### src/rtl/sm4_pkg.sv
// SM4 key schedule shared constants and state type.
package sm4_pkg;

   localparam int ROUNDS = 32;

   localparam logic [31:0] FK0 = 32'ha3b1bac6;
   localparam logic [31:0] FK1 = 32'h56aa3350;
   localparam logic [31:0] FK2 = 32'h677d9197;
   localparam logic [31:0] FK3 = 32'hb27022dc;

   typedef enum logic [1:0] {
      IDLE,
      PRIME,
      ROUND,
      DONE
   } state_t;

endpackage

### src/rtl/sm4_rk_regfile.sv
// 32x32 round-key store, one write port, order-mapped read port.
// SM4_KEY_DEC_ORDER_EN adds rd_rev for reversed (decryption) reads.
module sm4_rk_regfile
   import sm4_pkg::*;
(
   input  logic        clk,
   input  logic        rst_n,
   input  logic        we,
   input  logic [4:0]  waddr,
   input  logic [31:0] wdata,
   input  logic [4:0]  raddr,
`ifdef SM4_KEY_DEC_ORDER_EN
   input  logic        rd_rev,
`endif
   output logic [31:0] rdata
);

   logic [31:0] mem [ROUNDS];
   logic [4:0]  ra;

   always_ff @(posedge clk or negedge rst_n) begin
      if (!rst_n) begin
         for (int i = 0; i < ROUNDS; i++) mem[i] <= '0;
      end else if (we) begin
         mem[waddr] <= wdata;
      end
   end

`ifdef SM4_KEY_DEC_ORDER_EN
   assign ra = rd_rev ? 5'd31 - raddr : raddr;
`else
   assign ra = raddr;
`endif

   assign rdata = mem[ra];

endmodule

### src/rtl/sm4_key_sched.sv
// SM4 key expansion: 32 rounds, external CK ROM and T' unit.
// SM4_KEY_DEC_ORDER_EN adds rk_dec for reversed round-key reads.
module sm4_key_sched
   import sm4_pkg::*;
#(
   parameter int ROM_LAT = 1
)
(
   input  logic         clk,
   input  logic         rst_n,
   input  logic         start,
   input  logic [127:0] mk,
   output logic [4:0]   ck_count,
   input  logic [31:0]  ck_data,
   output logic [31:0]  t_in,
   input  logic [31:0]  t_out,
   output logic         busy,
   output logic         done,
   output logic         key_valid,
   input  logic [4:0]   rk_rd_addr,
`ifdef SM4_KEY_DEC_ORDER_EN
   input  logic         rk_dec,
`endif
   output logic [31:0]  rk_rd_data
);

   localparam logic [4:0] PRIME_END = 5'(ROM_LAT - 1);

   state_t      state, state_nx;
   logic [31:0] k0, k1, k2, k3;
   logic [31:0] rk, rd_raw;
   logic [4:0]  rnd, ck_idx;
   logic        kv_q;
   logic        accept, in_round;
   logic        last_prime, last_round;

   assign accept     = (state == IDLE) && start;
   assign in_round   = (state == ROUND);
   assign last_prime = (ck_idx == PRIME_END);
   assign last_round = (rnd == 5'd31);

   always_comb begin
      state_nx = state;
      unique case (state)
         IDLE:    if (start) state_nx = PRIME;
         PRIME:   if (last_prime) state_nx = ROUND;
         ROUND:   if (last_round) state_nx = DONE;
         DONE:    state_nx = IDLE;
         default: state_nx = IDLE;
      endcase
   end

   assign busy     = (state == PRIME) || in_round;
   assign done     = (state == DONE);
   assign ck_count = busy ? ck_idx : '0;
   assign t_in     = in_round ? (k1 ^ k2 ^ k3 ^ ck_data) : '0;
   assign rk       = k0 ^ t_out;

   // a fresh request invalidates the old schedule in its own cycle
   assign key_valid = kv_q && !accept;

   always_ff @(posedge clk or negedge rst_n) begin
      if (!rst_n) begin
         state  <= IDLE;
         k0     <= '0;
         k1     <= '0;
         k2     <= '0;
         k3     <= '0;
         rnd    <= '0;
         ck_idx <= '0;
         kv_q   <= 1'b0;
      end else begin
         state <= state_nx;
         if (accept) begin
            k0     <= mk[127:96] ^ FK0;
            k1     <= mk[95:64]  ^ FK1;
            k2     <= mk[63:32]  ^ FK2;
            k3     <= mk[31:0]   ^ FK3;
            rnd    <= '0;
            ck_idx <= '0;
            kv_q   <= 1'b0;
         end
         if (busy) ck_idx <= ck_idx + 5'd1;
         if (in_round) begin
            k0  <= k1;
            k1  <= k2;
            k2  <= k3;
            k3  <= rk;
            rnd <= rnd + 5'd1;
            if (last_round) kv_q <= 1'b1;
         end
      end
   end

   sm4_rk_regfile u_rf (
      .clk    (clk),
      .rst_n  (rst_n),
      .we     (in_round),
      .waddr  (rnd),
      .wdata  (rk),
      .raddr  (rk_rd_addr),
`ifdef SM4_KEY_DEC_ORDER_EN
      .rd_rev (rk_dec),
`endif
      .rdata  (rd_raw)
   );

   assign rk_rd_data = key_valid ? rd_raw : '0;

endmodule

### config.mk
export PLATFORM = sky130hd
export DESIGN_NAME = sm4_key_sched
export DESIGN_NICKNAME = d
export VERILOG_FILES = /design/src/rtl/sm4_pkg.sv /design/src/rtl/sm4_rk_regfile.sv /design/src/rtl/sm4_key_sched.sv
export SDC_FILE = /design/constraint.sdc
export NUM_CORES = 2
export LEC_CHECK = 0
export ABC_AREA = 1
export ABC_CLOCK_PERIOD_IN_PS = 4850
export CAP_MARGIN = 20
export CORE_ASPECT_RATIO = 1.5
export CORE_MARGIN = 10
export CORE_UTILIZATION = 40
export DETAILED_ROUTE_END_ITERATION = 6
export PLACE_DENSITY = 0.62
export RECOVER_POWER = 100
export SYNTH_ARGS = -nofsm -noshare
export SYNTH_HDL_FRONTEND = slang
export SYNTH_SLANG_ARGS = --single-unit
### constraint.sdc
create_clock -name clk -period 4.85 [get_ports clk]
set_input_delay 0.7275 -clock clk [delete_from_list [all_inputs] [get_ports clk]]
set_output_delay 0.7275 -clock clk [all_outputs]
set_load 0.02 [all_outputs]
==> impl_metrics.env <==
export IMPL_grt_use_met1_pct=28.30
export IMPL_die_h_um=476.7
export IMPL_fin_crit_ps=4650
export IMPL_port_buffer_count=271
export IMPL_hold_viol_final=0
export IMPL_grt_pass1_vias=42930
export IMPL_vdd_ir_drop_max_mv=0.4514
export IMPL_clockBufferDepth=3
export IMPL_clk_pin_slew_worst_paths_ps=60
export IMPL_use_met2_pct=38.10
export IMPL_cts_resized=0
export IMPL_end_kind="register"
export IMPL_synth_cell_area_sq_mm=0.05562
export IMPL_busiest_layer="met2"
export IMPL_track_usage_pct=22.23
export IMPL_yosys_area_top_type="dfrtp_1"
export IMPL_violations="capacitance limit, slew limit"
export IMPL_seq_area_frac_synth_pct=52.41
export IMPL_finalSetupTns_ps=0
export IMPL_vias=42390
export IMPL_grt_max_degree=116
export IMPL_leakage_nw=30.13
export IMPL_layout_setup_ws_ps=200.4
export IMPL_crit_fanout=15
export IMPL_clockRootBuffer="clkbuf_16"
export IMPL_syn_inst=5643
export IMPL_cts_sinks=1165
export IMPL_gp_congestion=0.8509
export IMPL_grt_pass1_wl_um=269100
export IMPL_wl_per_cell_um=22.94
export IMPL_die_area_sq_mm=0.1547
export IMPL_met3_usage_pct=3.198
export IMPL_cap_violations=33
export IMPL_crit_path_start_kind="register"
export IMPL_fillers=12950
export IMPL_drt_total_wl_um=176100
export IMPL_timing_rr_start="state[0]"
export IMPL_mostFrequentLayoutCell="nand2_1"
export IMPL_vias_per_cell=5.521
export IMPL_core_sq_mm=0.1381
export IMPL_synth_area_leaders="dfrtp_1, mux2_2, nand2_1, nand3_1, nor2_1"
export IMPL_drive_gt1_share_pct=21.89
export IMPL_rows=167
export IMPL_syn_avg_cell_area_sq_um=9.857
export IMPL_critPathArrivalTime_ps=5260
export IMPL_die_x_um=324.5
export IMPL_initial_core_util_pct=40.27
export IMPL_worst_pin_slew_ps=2834
export IMPL_min_from="u_rf.mem[878]"
export IMPL_hp_class="register to register"
export IMPL_ios=272
export IMPL_maxSlewViolCount=1199
export IMPL_ant_nets=0
export IMPL_drc=0
export IMPL_antenna_found_initial=13
export IMPL_final_cell_mix="nand2_1, dfrtp_1, mux2_2, nand3_1, nor2_1"
export IMPL_yosys_warnings=0
export IMPL_ys_types=24
export IMPL_area_growth_syn_to_layout_pct=15.51
export IMPL_syn_nets=5855
export IMPL_fin_util_pct=46.52
export IMPL_cp_data_required_time_ps=5460
export IMPL_rsz0062_at_grt="no"
export IMPL_critical_path_startpoint="state[0]"
export IMPL_insertion_delay_ps=740
export IMPL_crit_type="register to register"
export IMPL_netlist_area_leader_share_pct=52.41
export IMPL_status="finished, violations left"
export IMPL_htree_levels=3
export IMPL_cts_tree="built"
export IMPL_power_per_cell_area_mw_per_mm2=488.3
export IMPL_finalClockSkew_ps=21.75
export IMPL_cts_hold_buf=0
export IMPL_slew_headroom_pct=-89.61
export IMPL_hpwlAfterDp_um=106700
export IMPL_nNetsFinal=5932
export IMPL_first_pass_iters=6
export IMPL_ys_ff_latch=1165
export IMPL_post_cts_buffers=0
export IMPL_overflow=0
export IMPL_fin_crit_sh_pct=95.87
export IMPL_setup_violations=0
export IMPL_fmax_mhz=215.1
export IMPL_cts_made_buffers=113
export IMPL_dp_slack_ps=706.7
export IMPL_drt_iter0_drc=3288
-- path summary, 6_finish.rpt --
path                       cells past startpoint       endpoint  slack [ps]
max in group asynchronous                      2          k0[4]        1140
hold reg to reg                                1  u_rf.mem[878]         480
hold / removal                                 1  u_rf.mem[878]         480
setup / recovery                               6  u_rf.mem[831]         200
setup reg to reg                               6  u_rf.mem[831]         200
min in group asynchronous                      1         k3[20]         780
-- layout make-up --
cell class	count	area, sq um	share of cell area (%)
flip-flops and latches	1165	29150	45.38
well taps	1859	2326	3.620
clock inverters	21	274.0	0.4265
diodes	13	32.53	0.05063
clock buffers	180	3412	5.311
inverters	92	369.1	0.5745
repair buffers	429	4051	6.306
multi-input cells	3919	24630	38.33
-- logic make-up (layout without fill, tap and decap cells) --
family / after synthesis / after routing / share of synthesized area, %
AND/OR/NAND/NOR: 2487 / 2487 / 18.38
flip-flops: 1165 / 1165 / 52.41
multiplexers: 960 / 960 / 19.44
buffers and inverters: 559 / 722 / 4.056
AO/OA/AOI/OAI: 332 / 332 / 3.426
XOR/XNOR: 128 / 128 / 2.016
adder cells (fa/ha/maj): 12 / 12 / 0.2699
other: 0 / 13 / 0
-- routing by layer --
layer,vias to the layer above,routed length [um]
li1,18930,-
met1,21790,72660
met2,1386,87750
met3,282,10260
met4,2,5438
met5,-,13
-- report_power, final --
| part | switching, mW | internal (mW) |
|---|---|---|
| combinational | 5.49 | 3.62 |
| sequential | 1.38 | 11.9 |
| clock | 3.89 | 5.06 |
-- registers in the layout, summed over array words and instances (netlist names) --
| name | count |
|---|---|
| ck_idx | 5 |
| k0 | 32 |
| k1 | 32 |
| k2 | 32 |
| k3 | 32 |
| kv_q | 1 |
| rnd | 5 |
| state | 2 |
| u_rf.mem | 1024 |
-- critical path: stages (launching register included) --
cell and delay [ps]:
dfrtp_1 420, inv_1 120, ha_1 450, nand2_1 470, nor2_1 2130, buf_4 520, mux2_2 370
-- synth_stat cells, drive strengths merged --
library cell / count
o221ai: 2
mux2: 960
xnor2: 95
inv: 90
ha: 12
o22ai: 93
nand2: 1503
nand3: 699
nand4: 1
clkbuf: 259
o21ai: 106
a22oi: 1
clkinv: 2
a21oi: 83
xor2: 33
dfrtp: 1165
buf: 208
nor2: 281
nor3: 3
o211ai: 47
-- metrics by stage --
stage	power [mW]	area [sq um]	instances	hold WS [ps]
floorplan	19.19	55620	5643	431.9
global placement	22.47	60910	7464	461.5
detailed placement	22.69	60910	7464	469.5
CTS	31.68	64600	7665	35.30
global route	33.07	64240	7676	502.5
finish	31.37	64250	7678	481.6
Note: power is estimated with default switching activity, not from simulation.
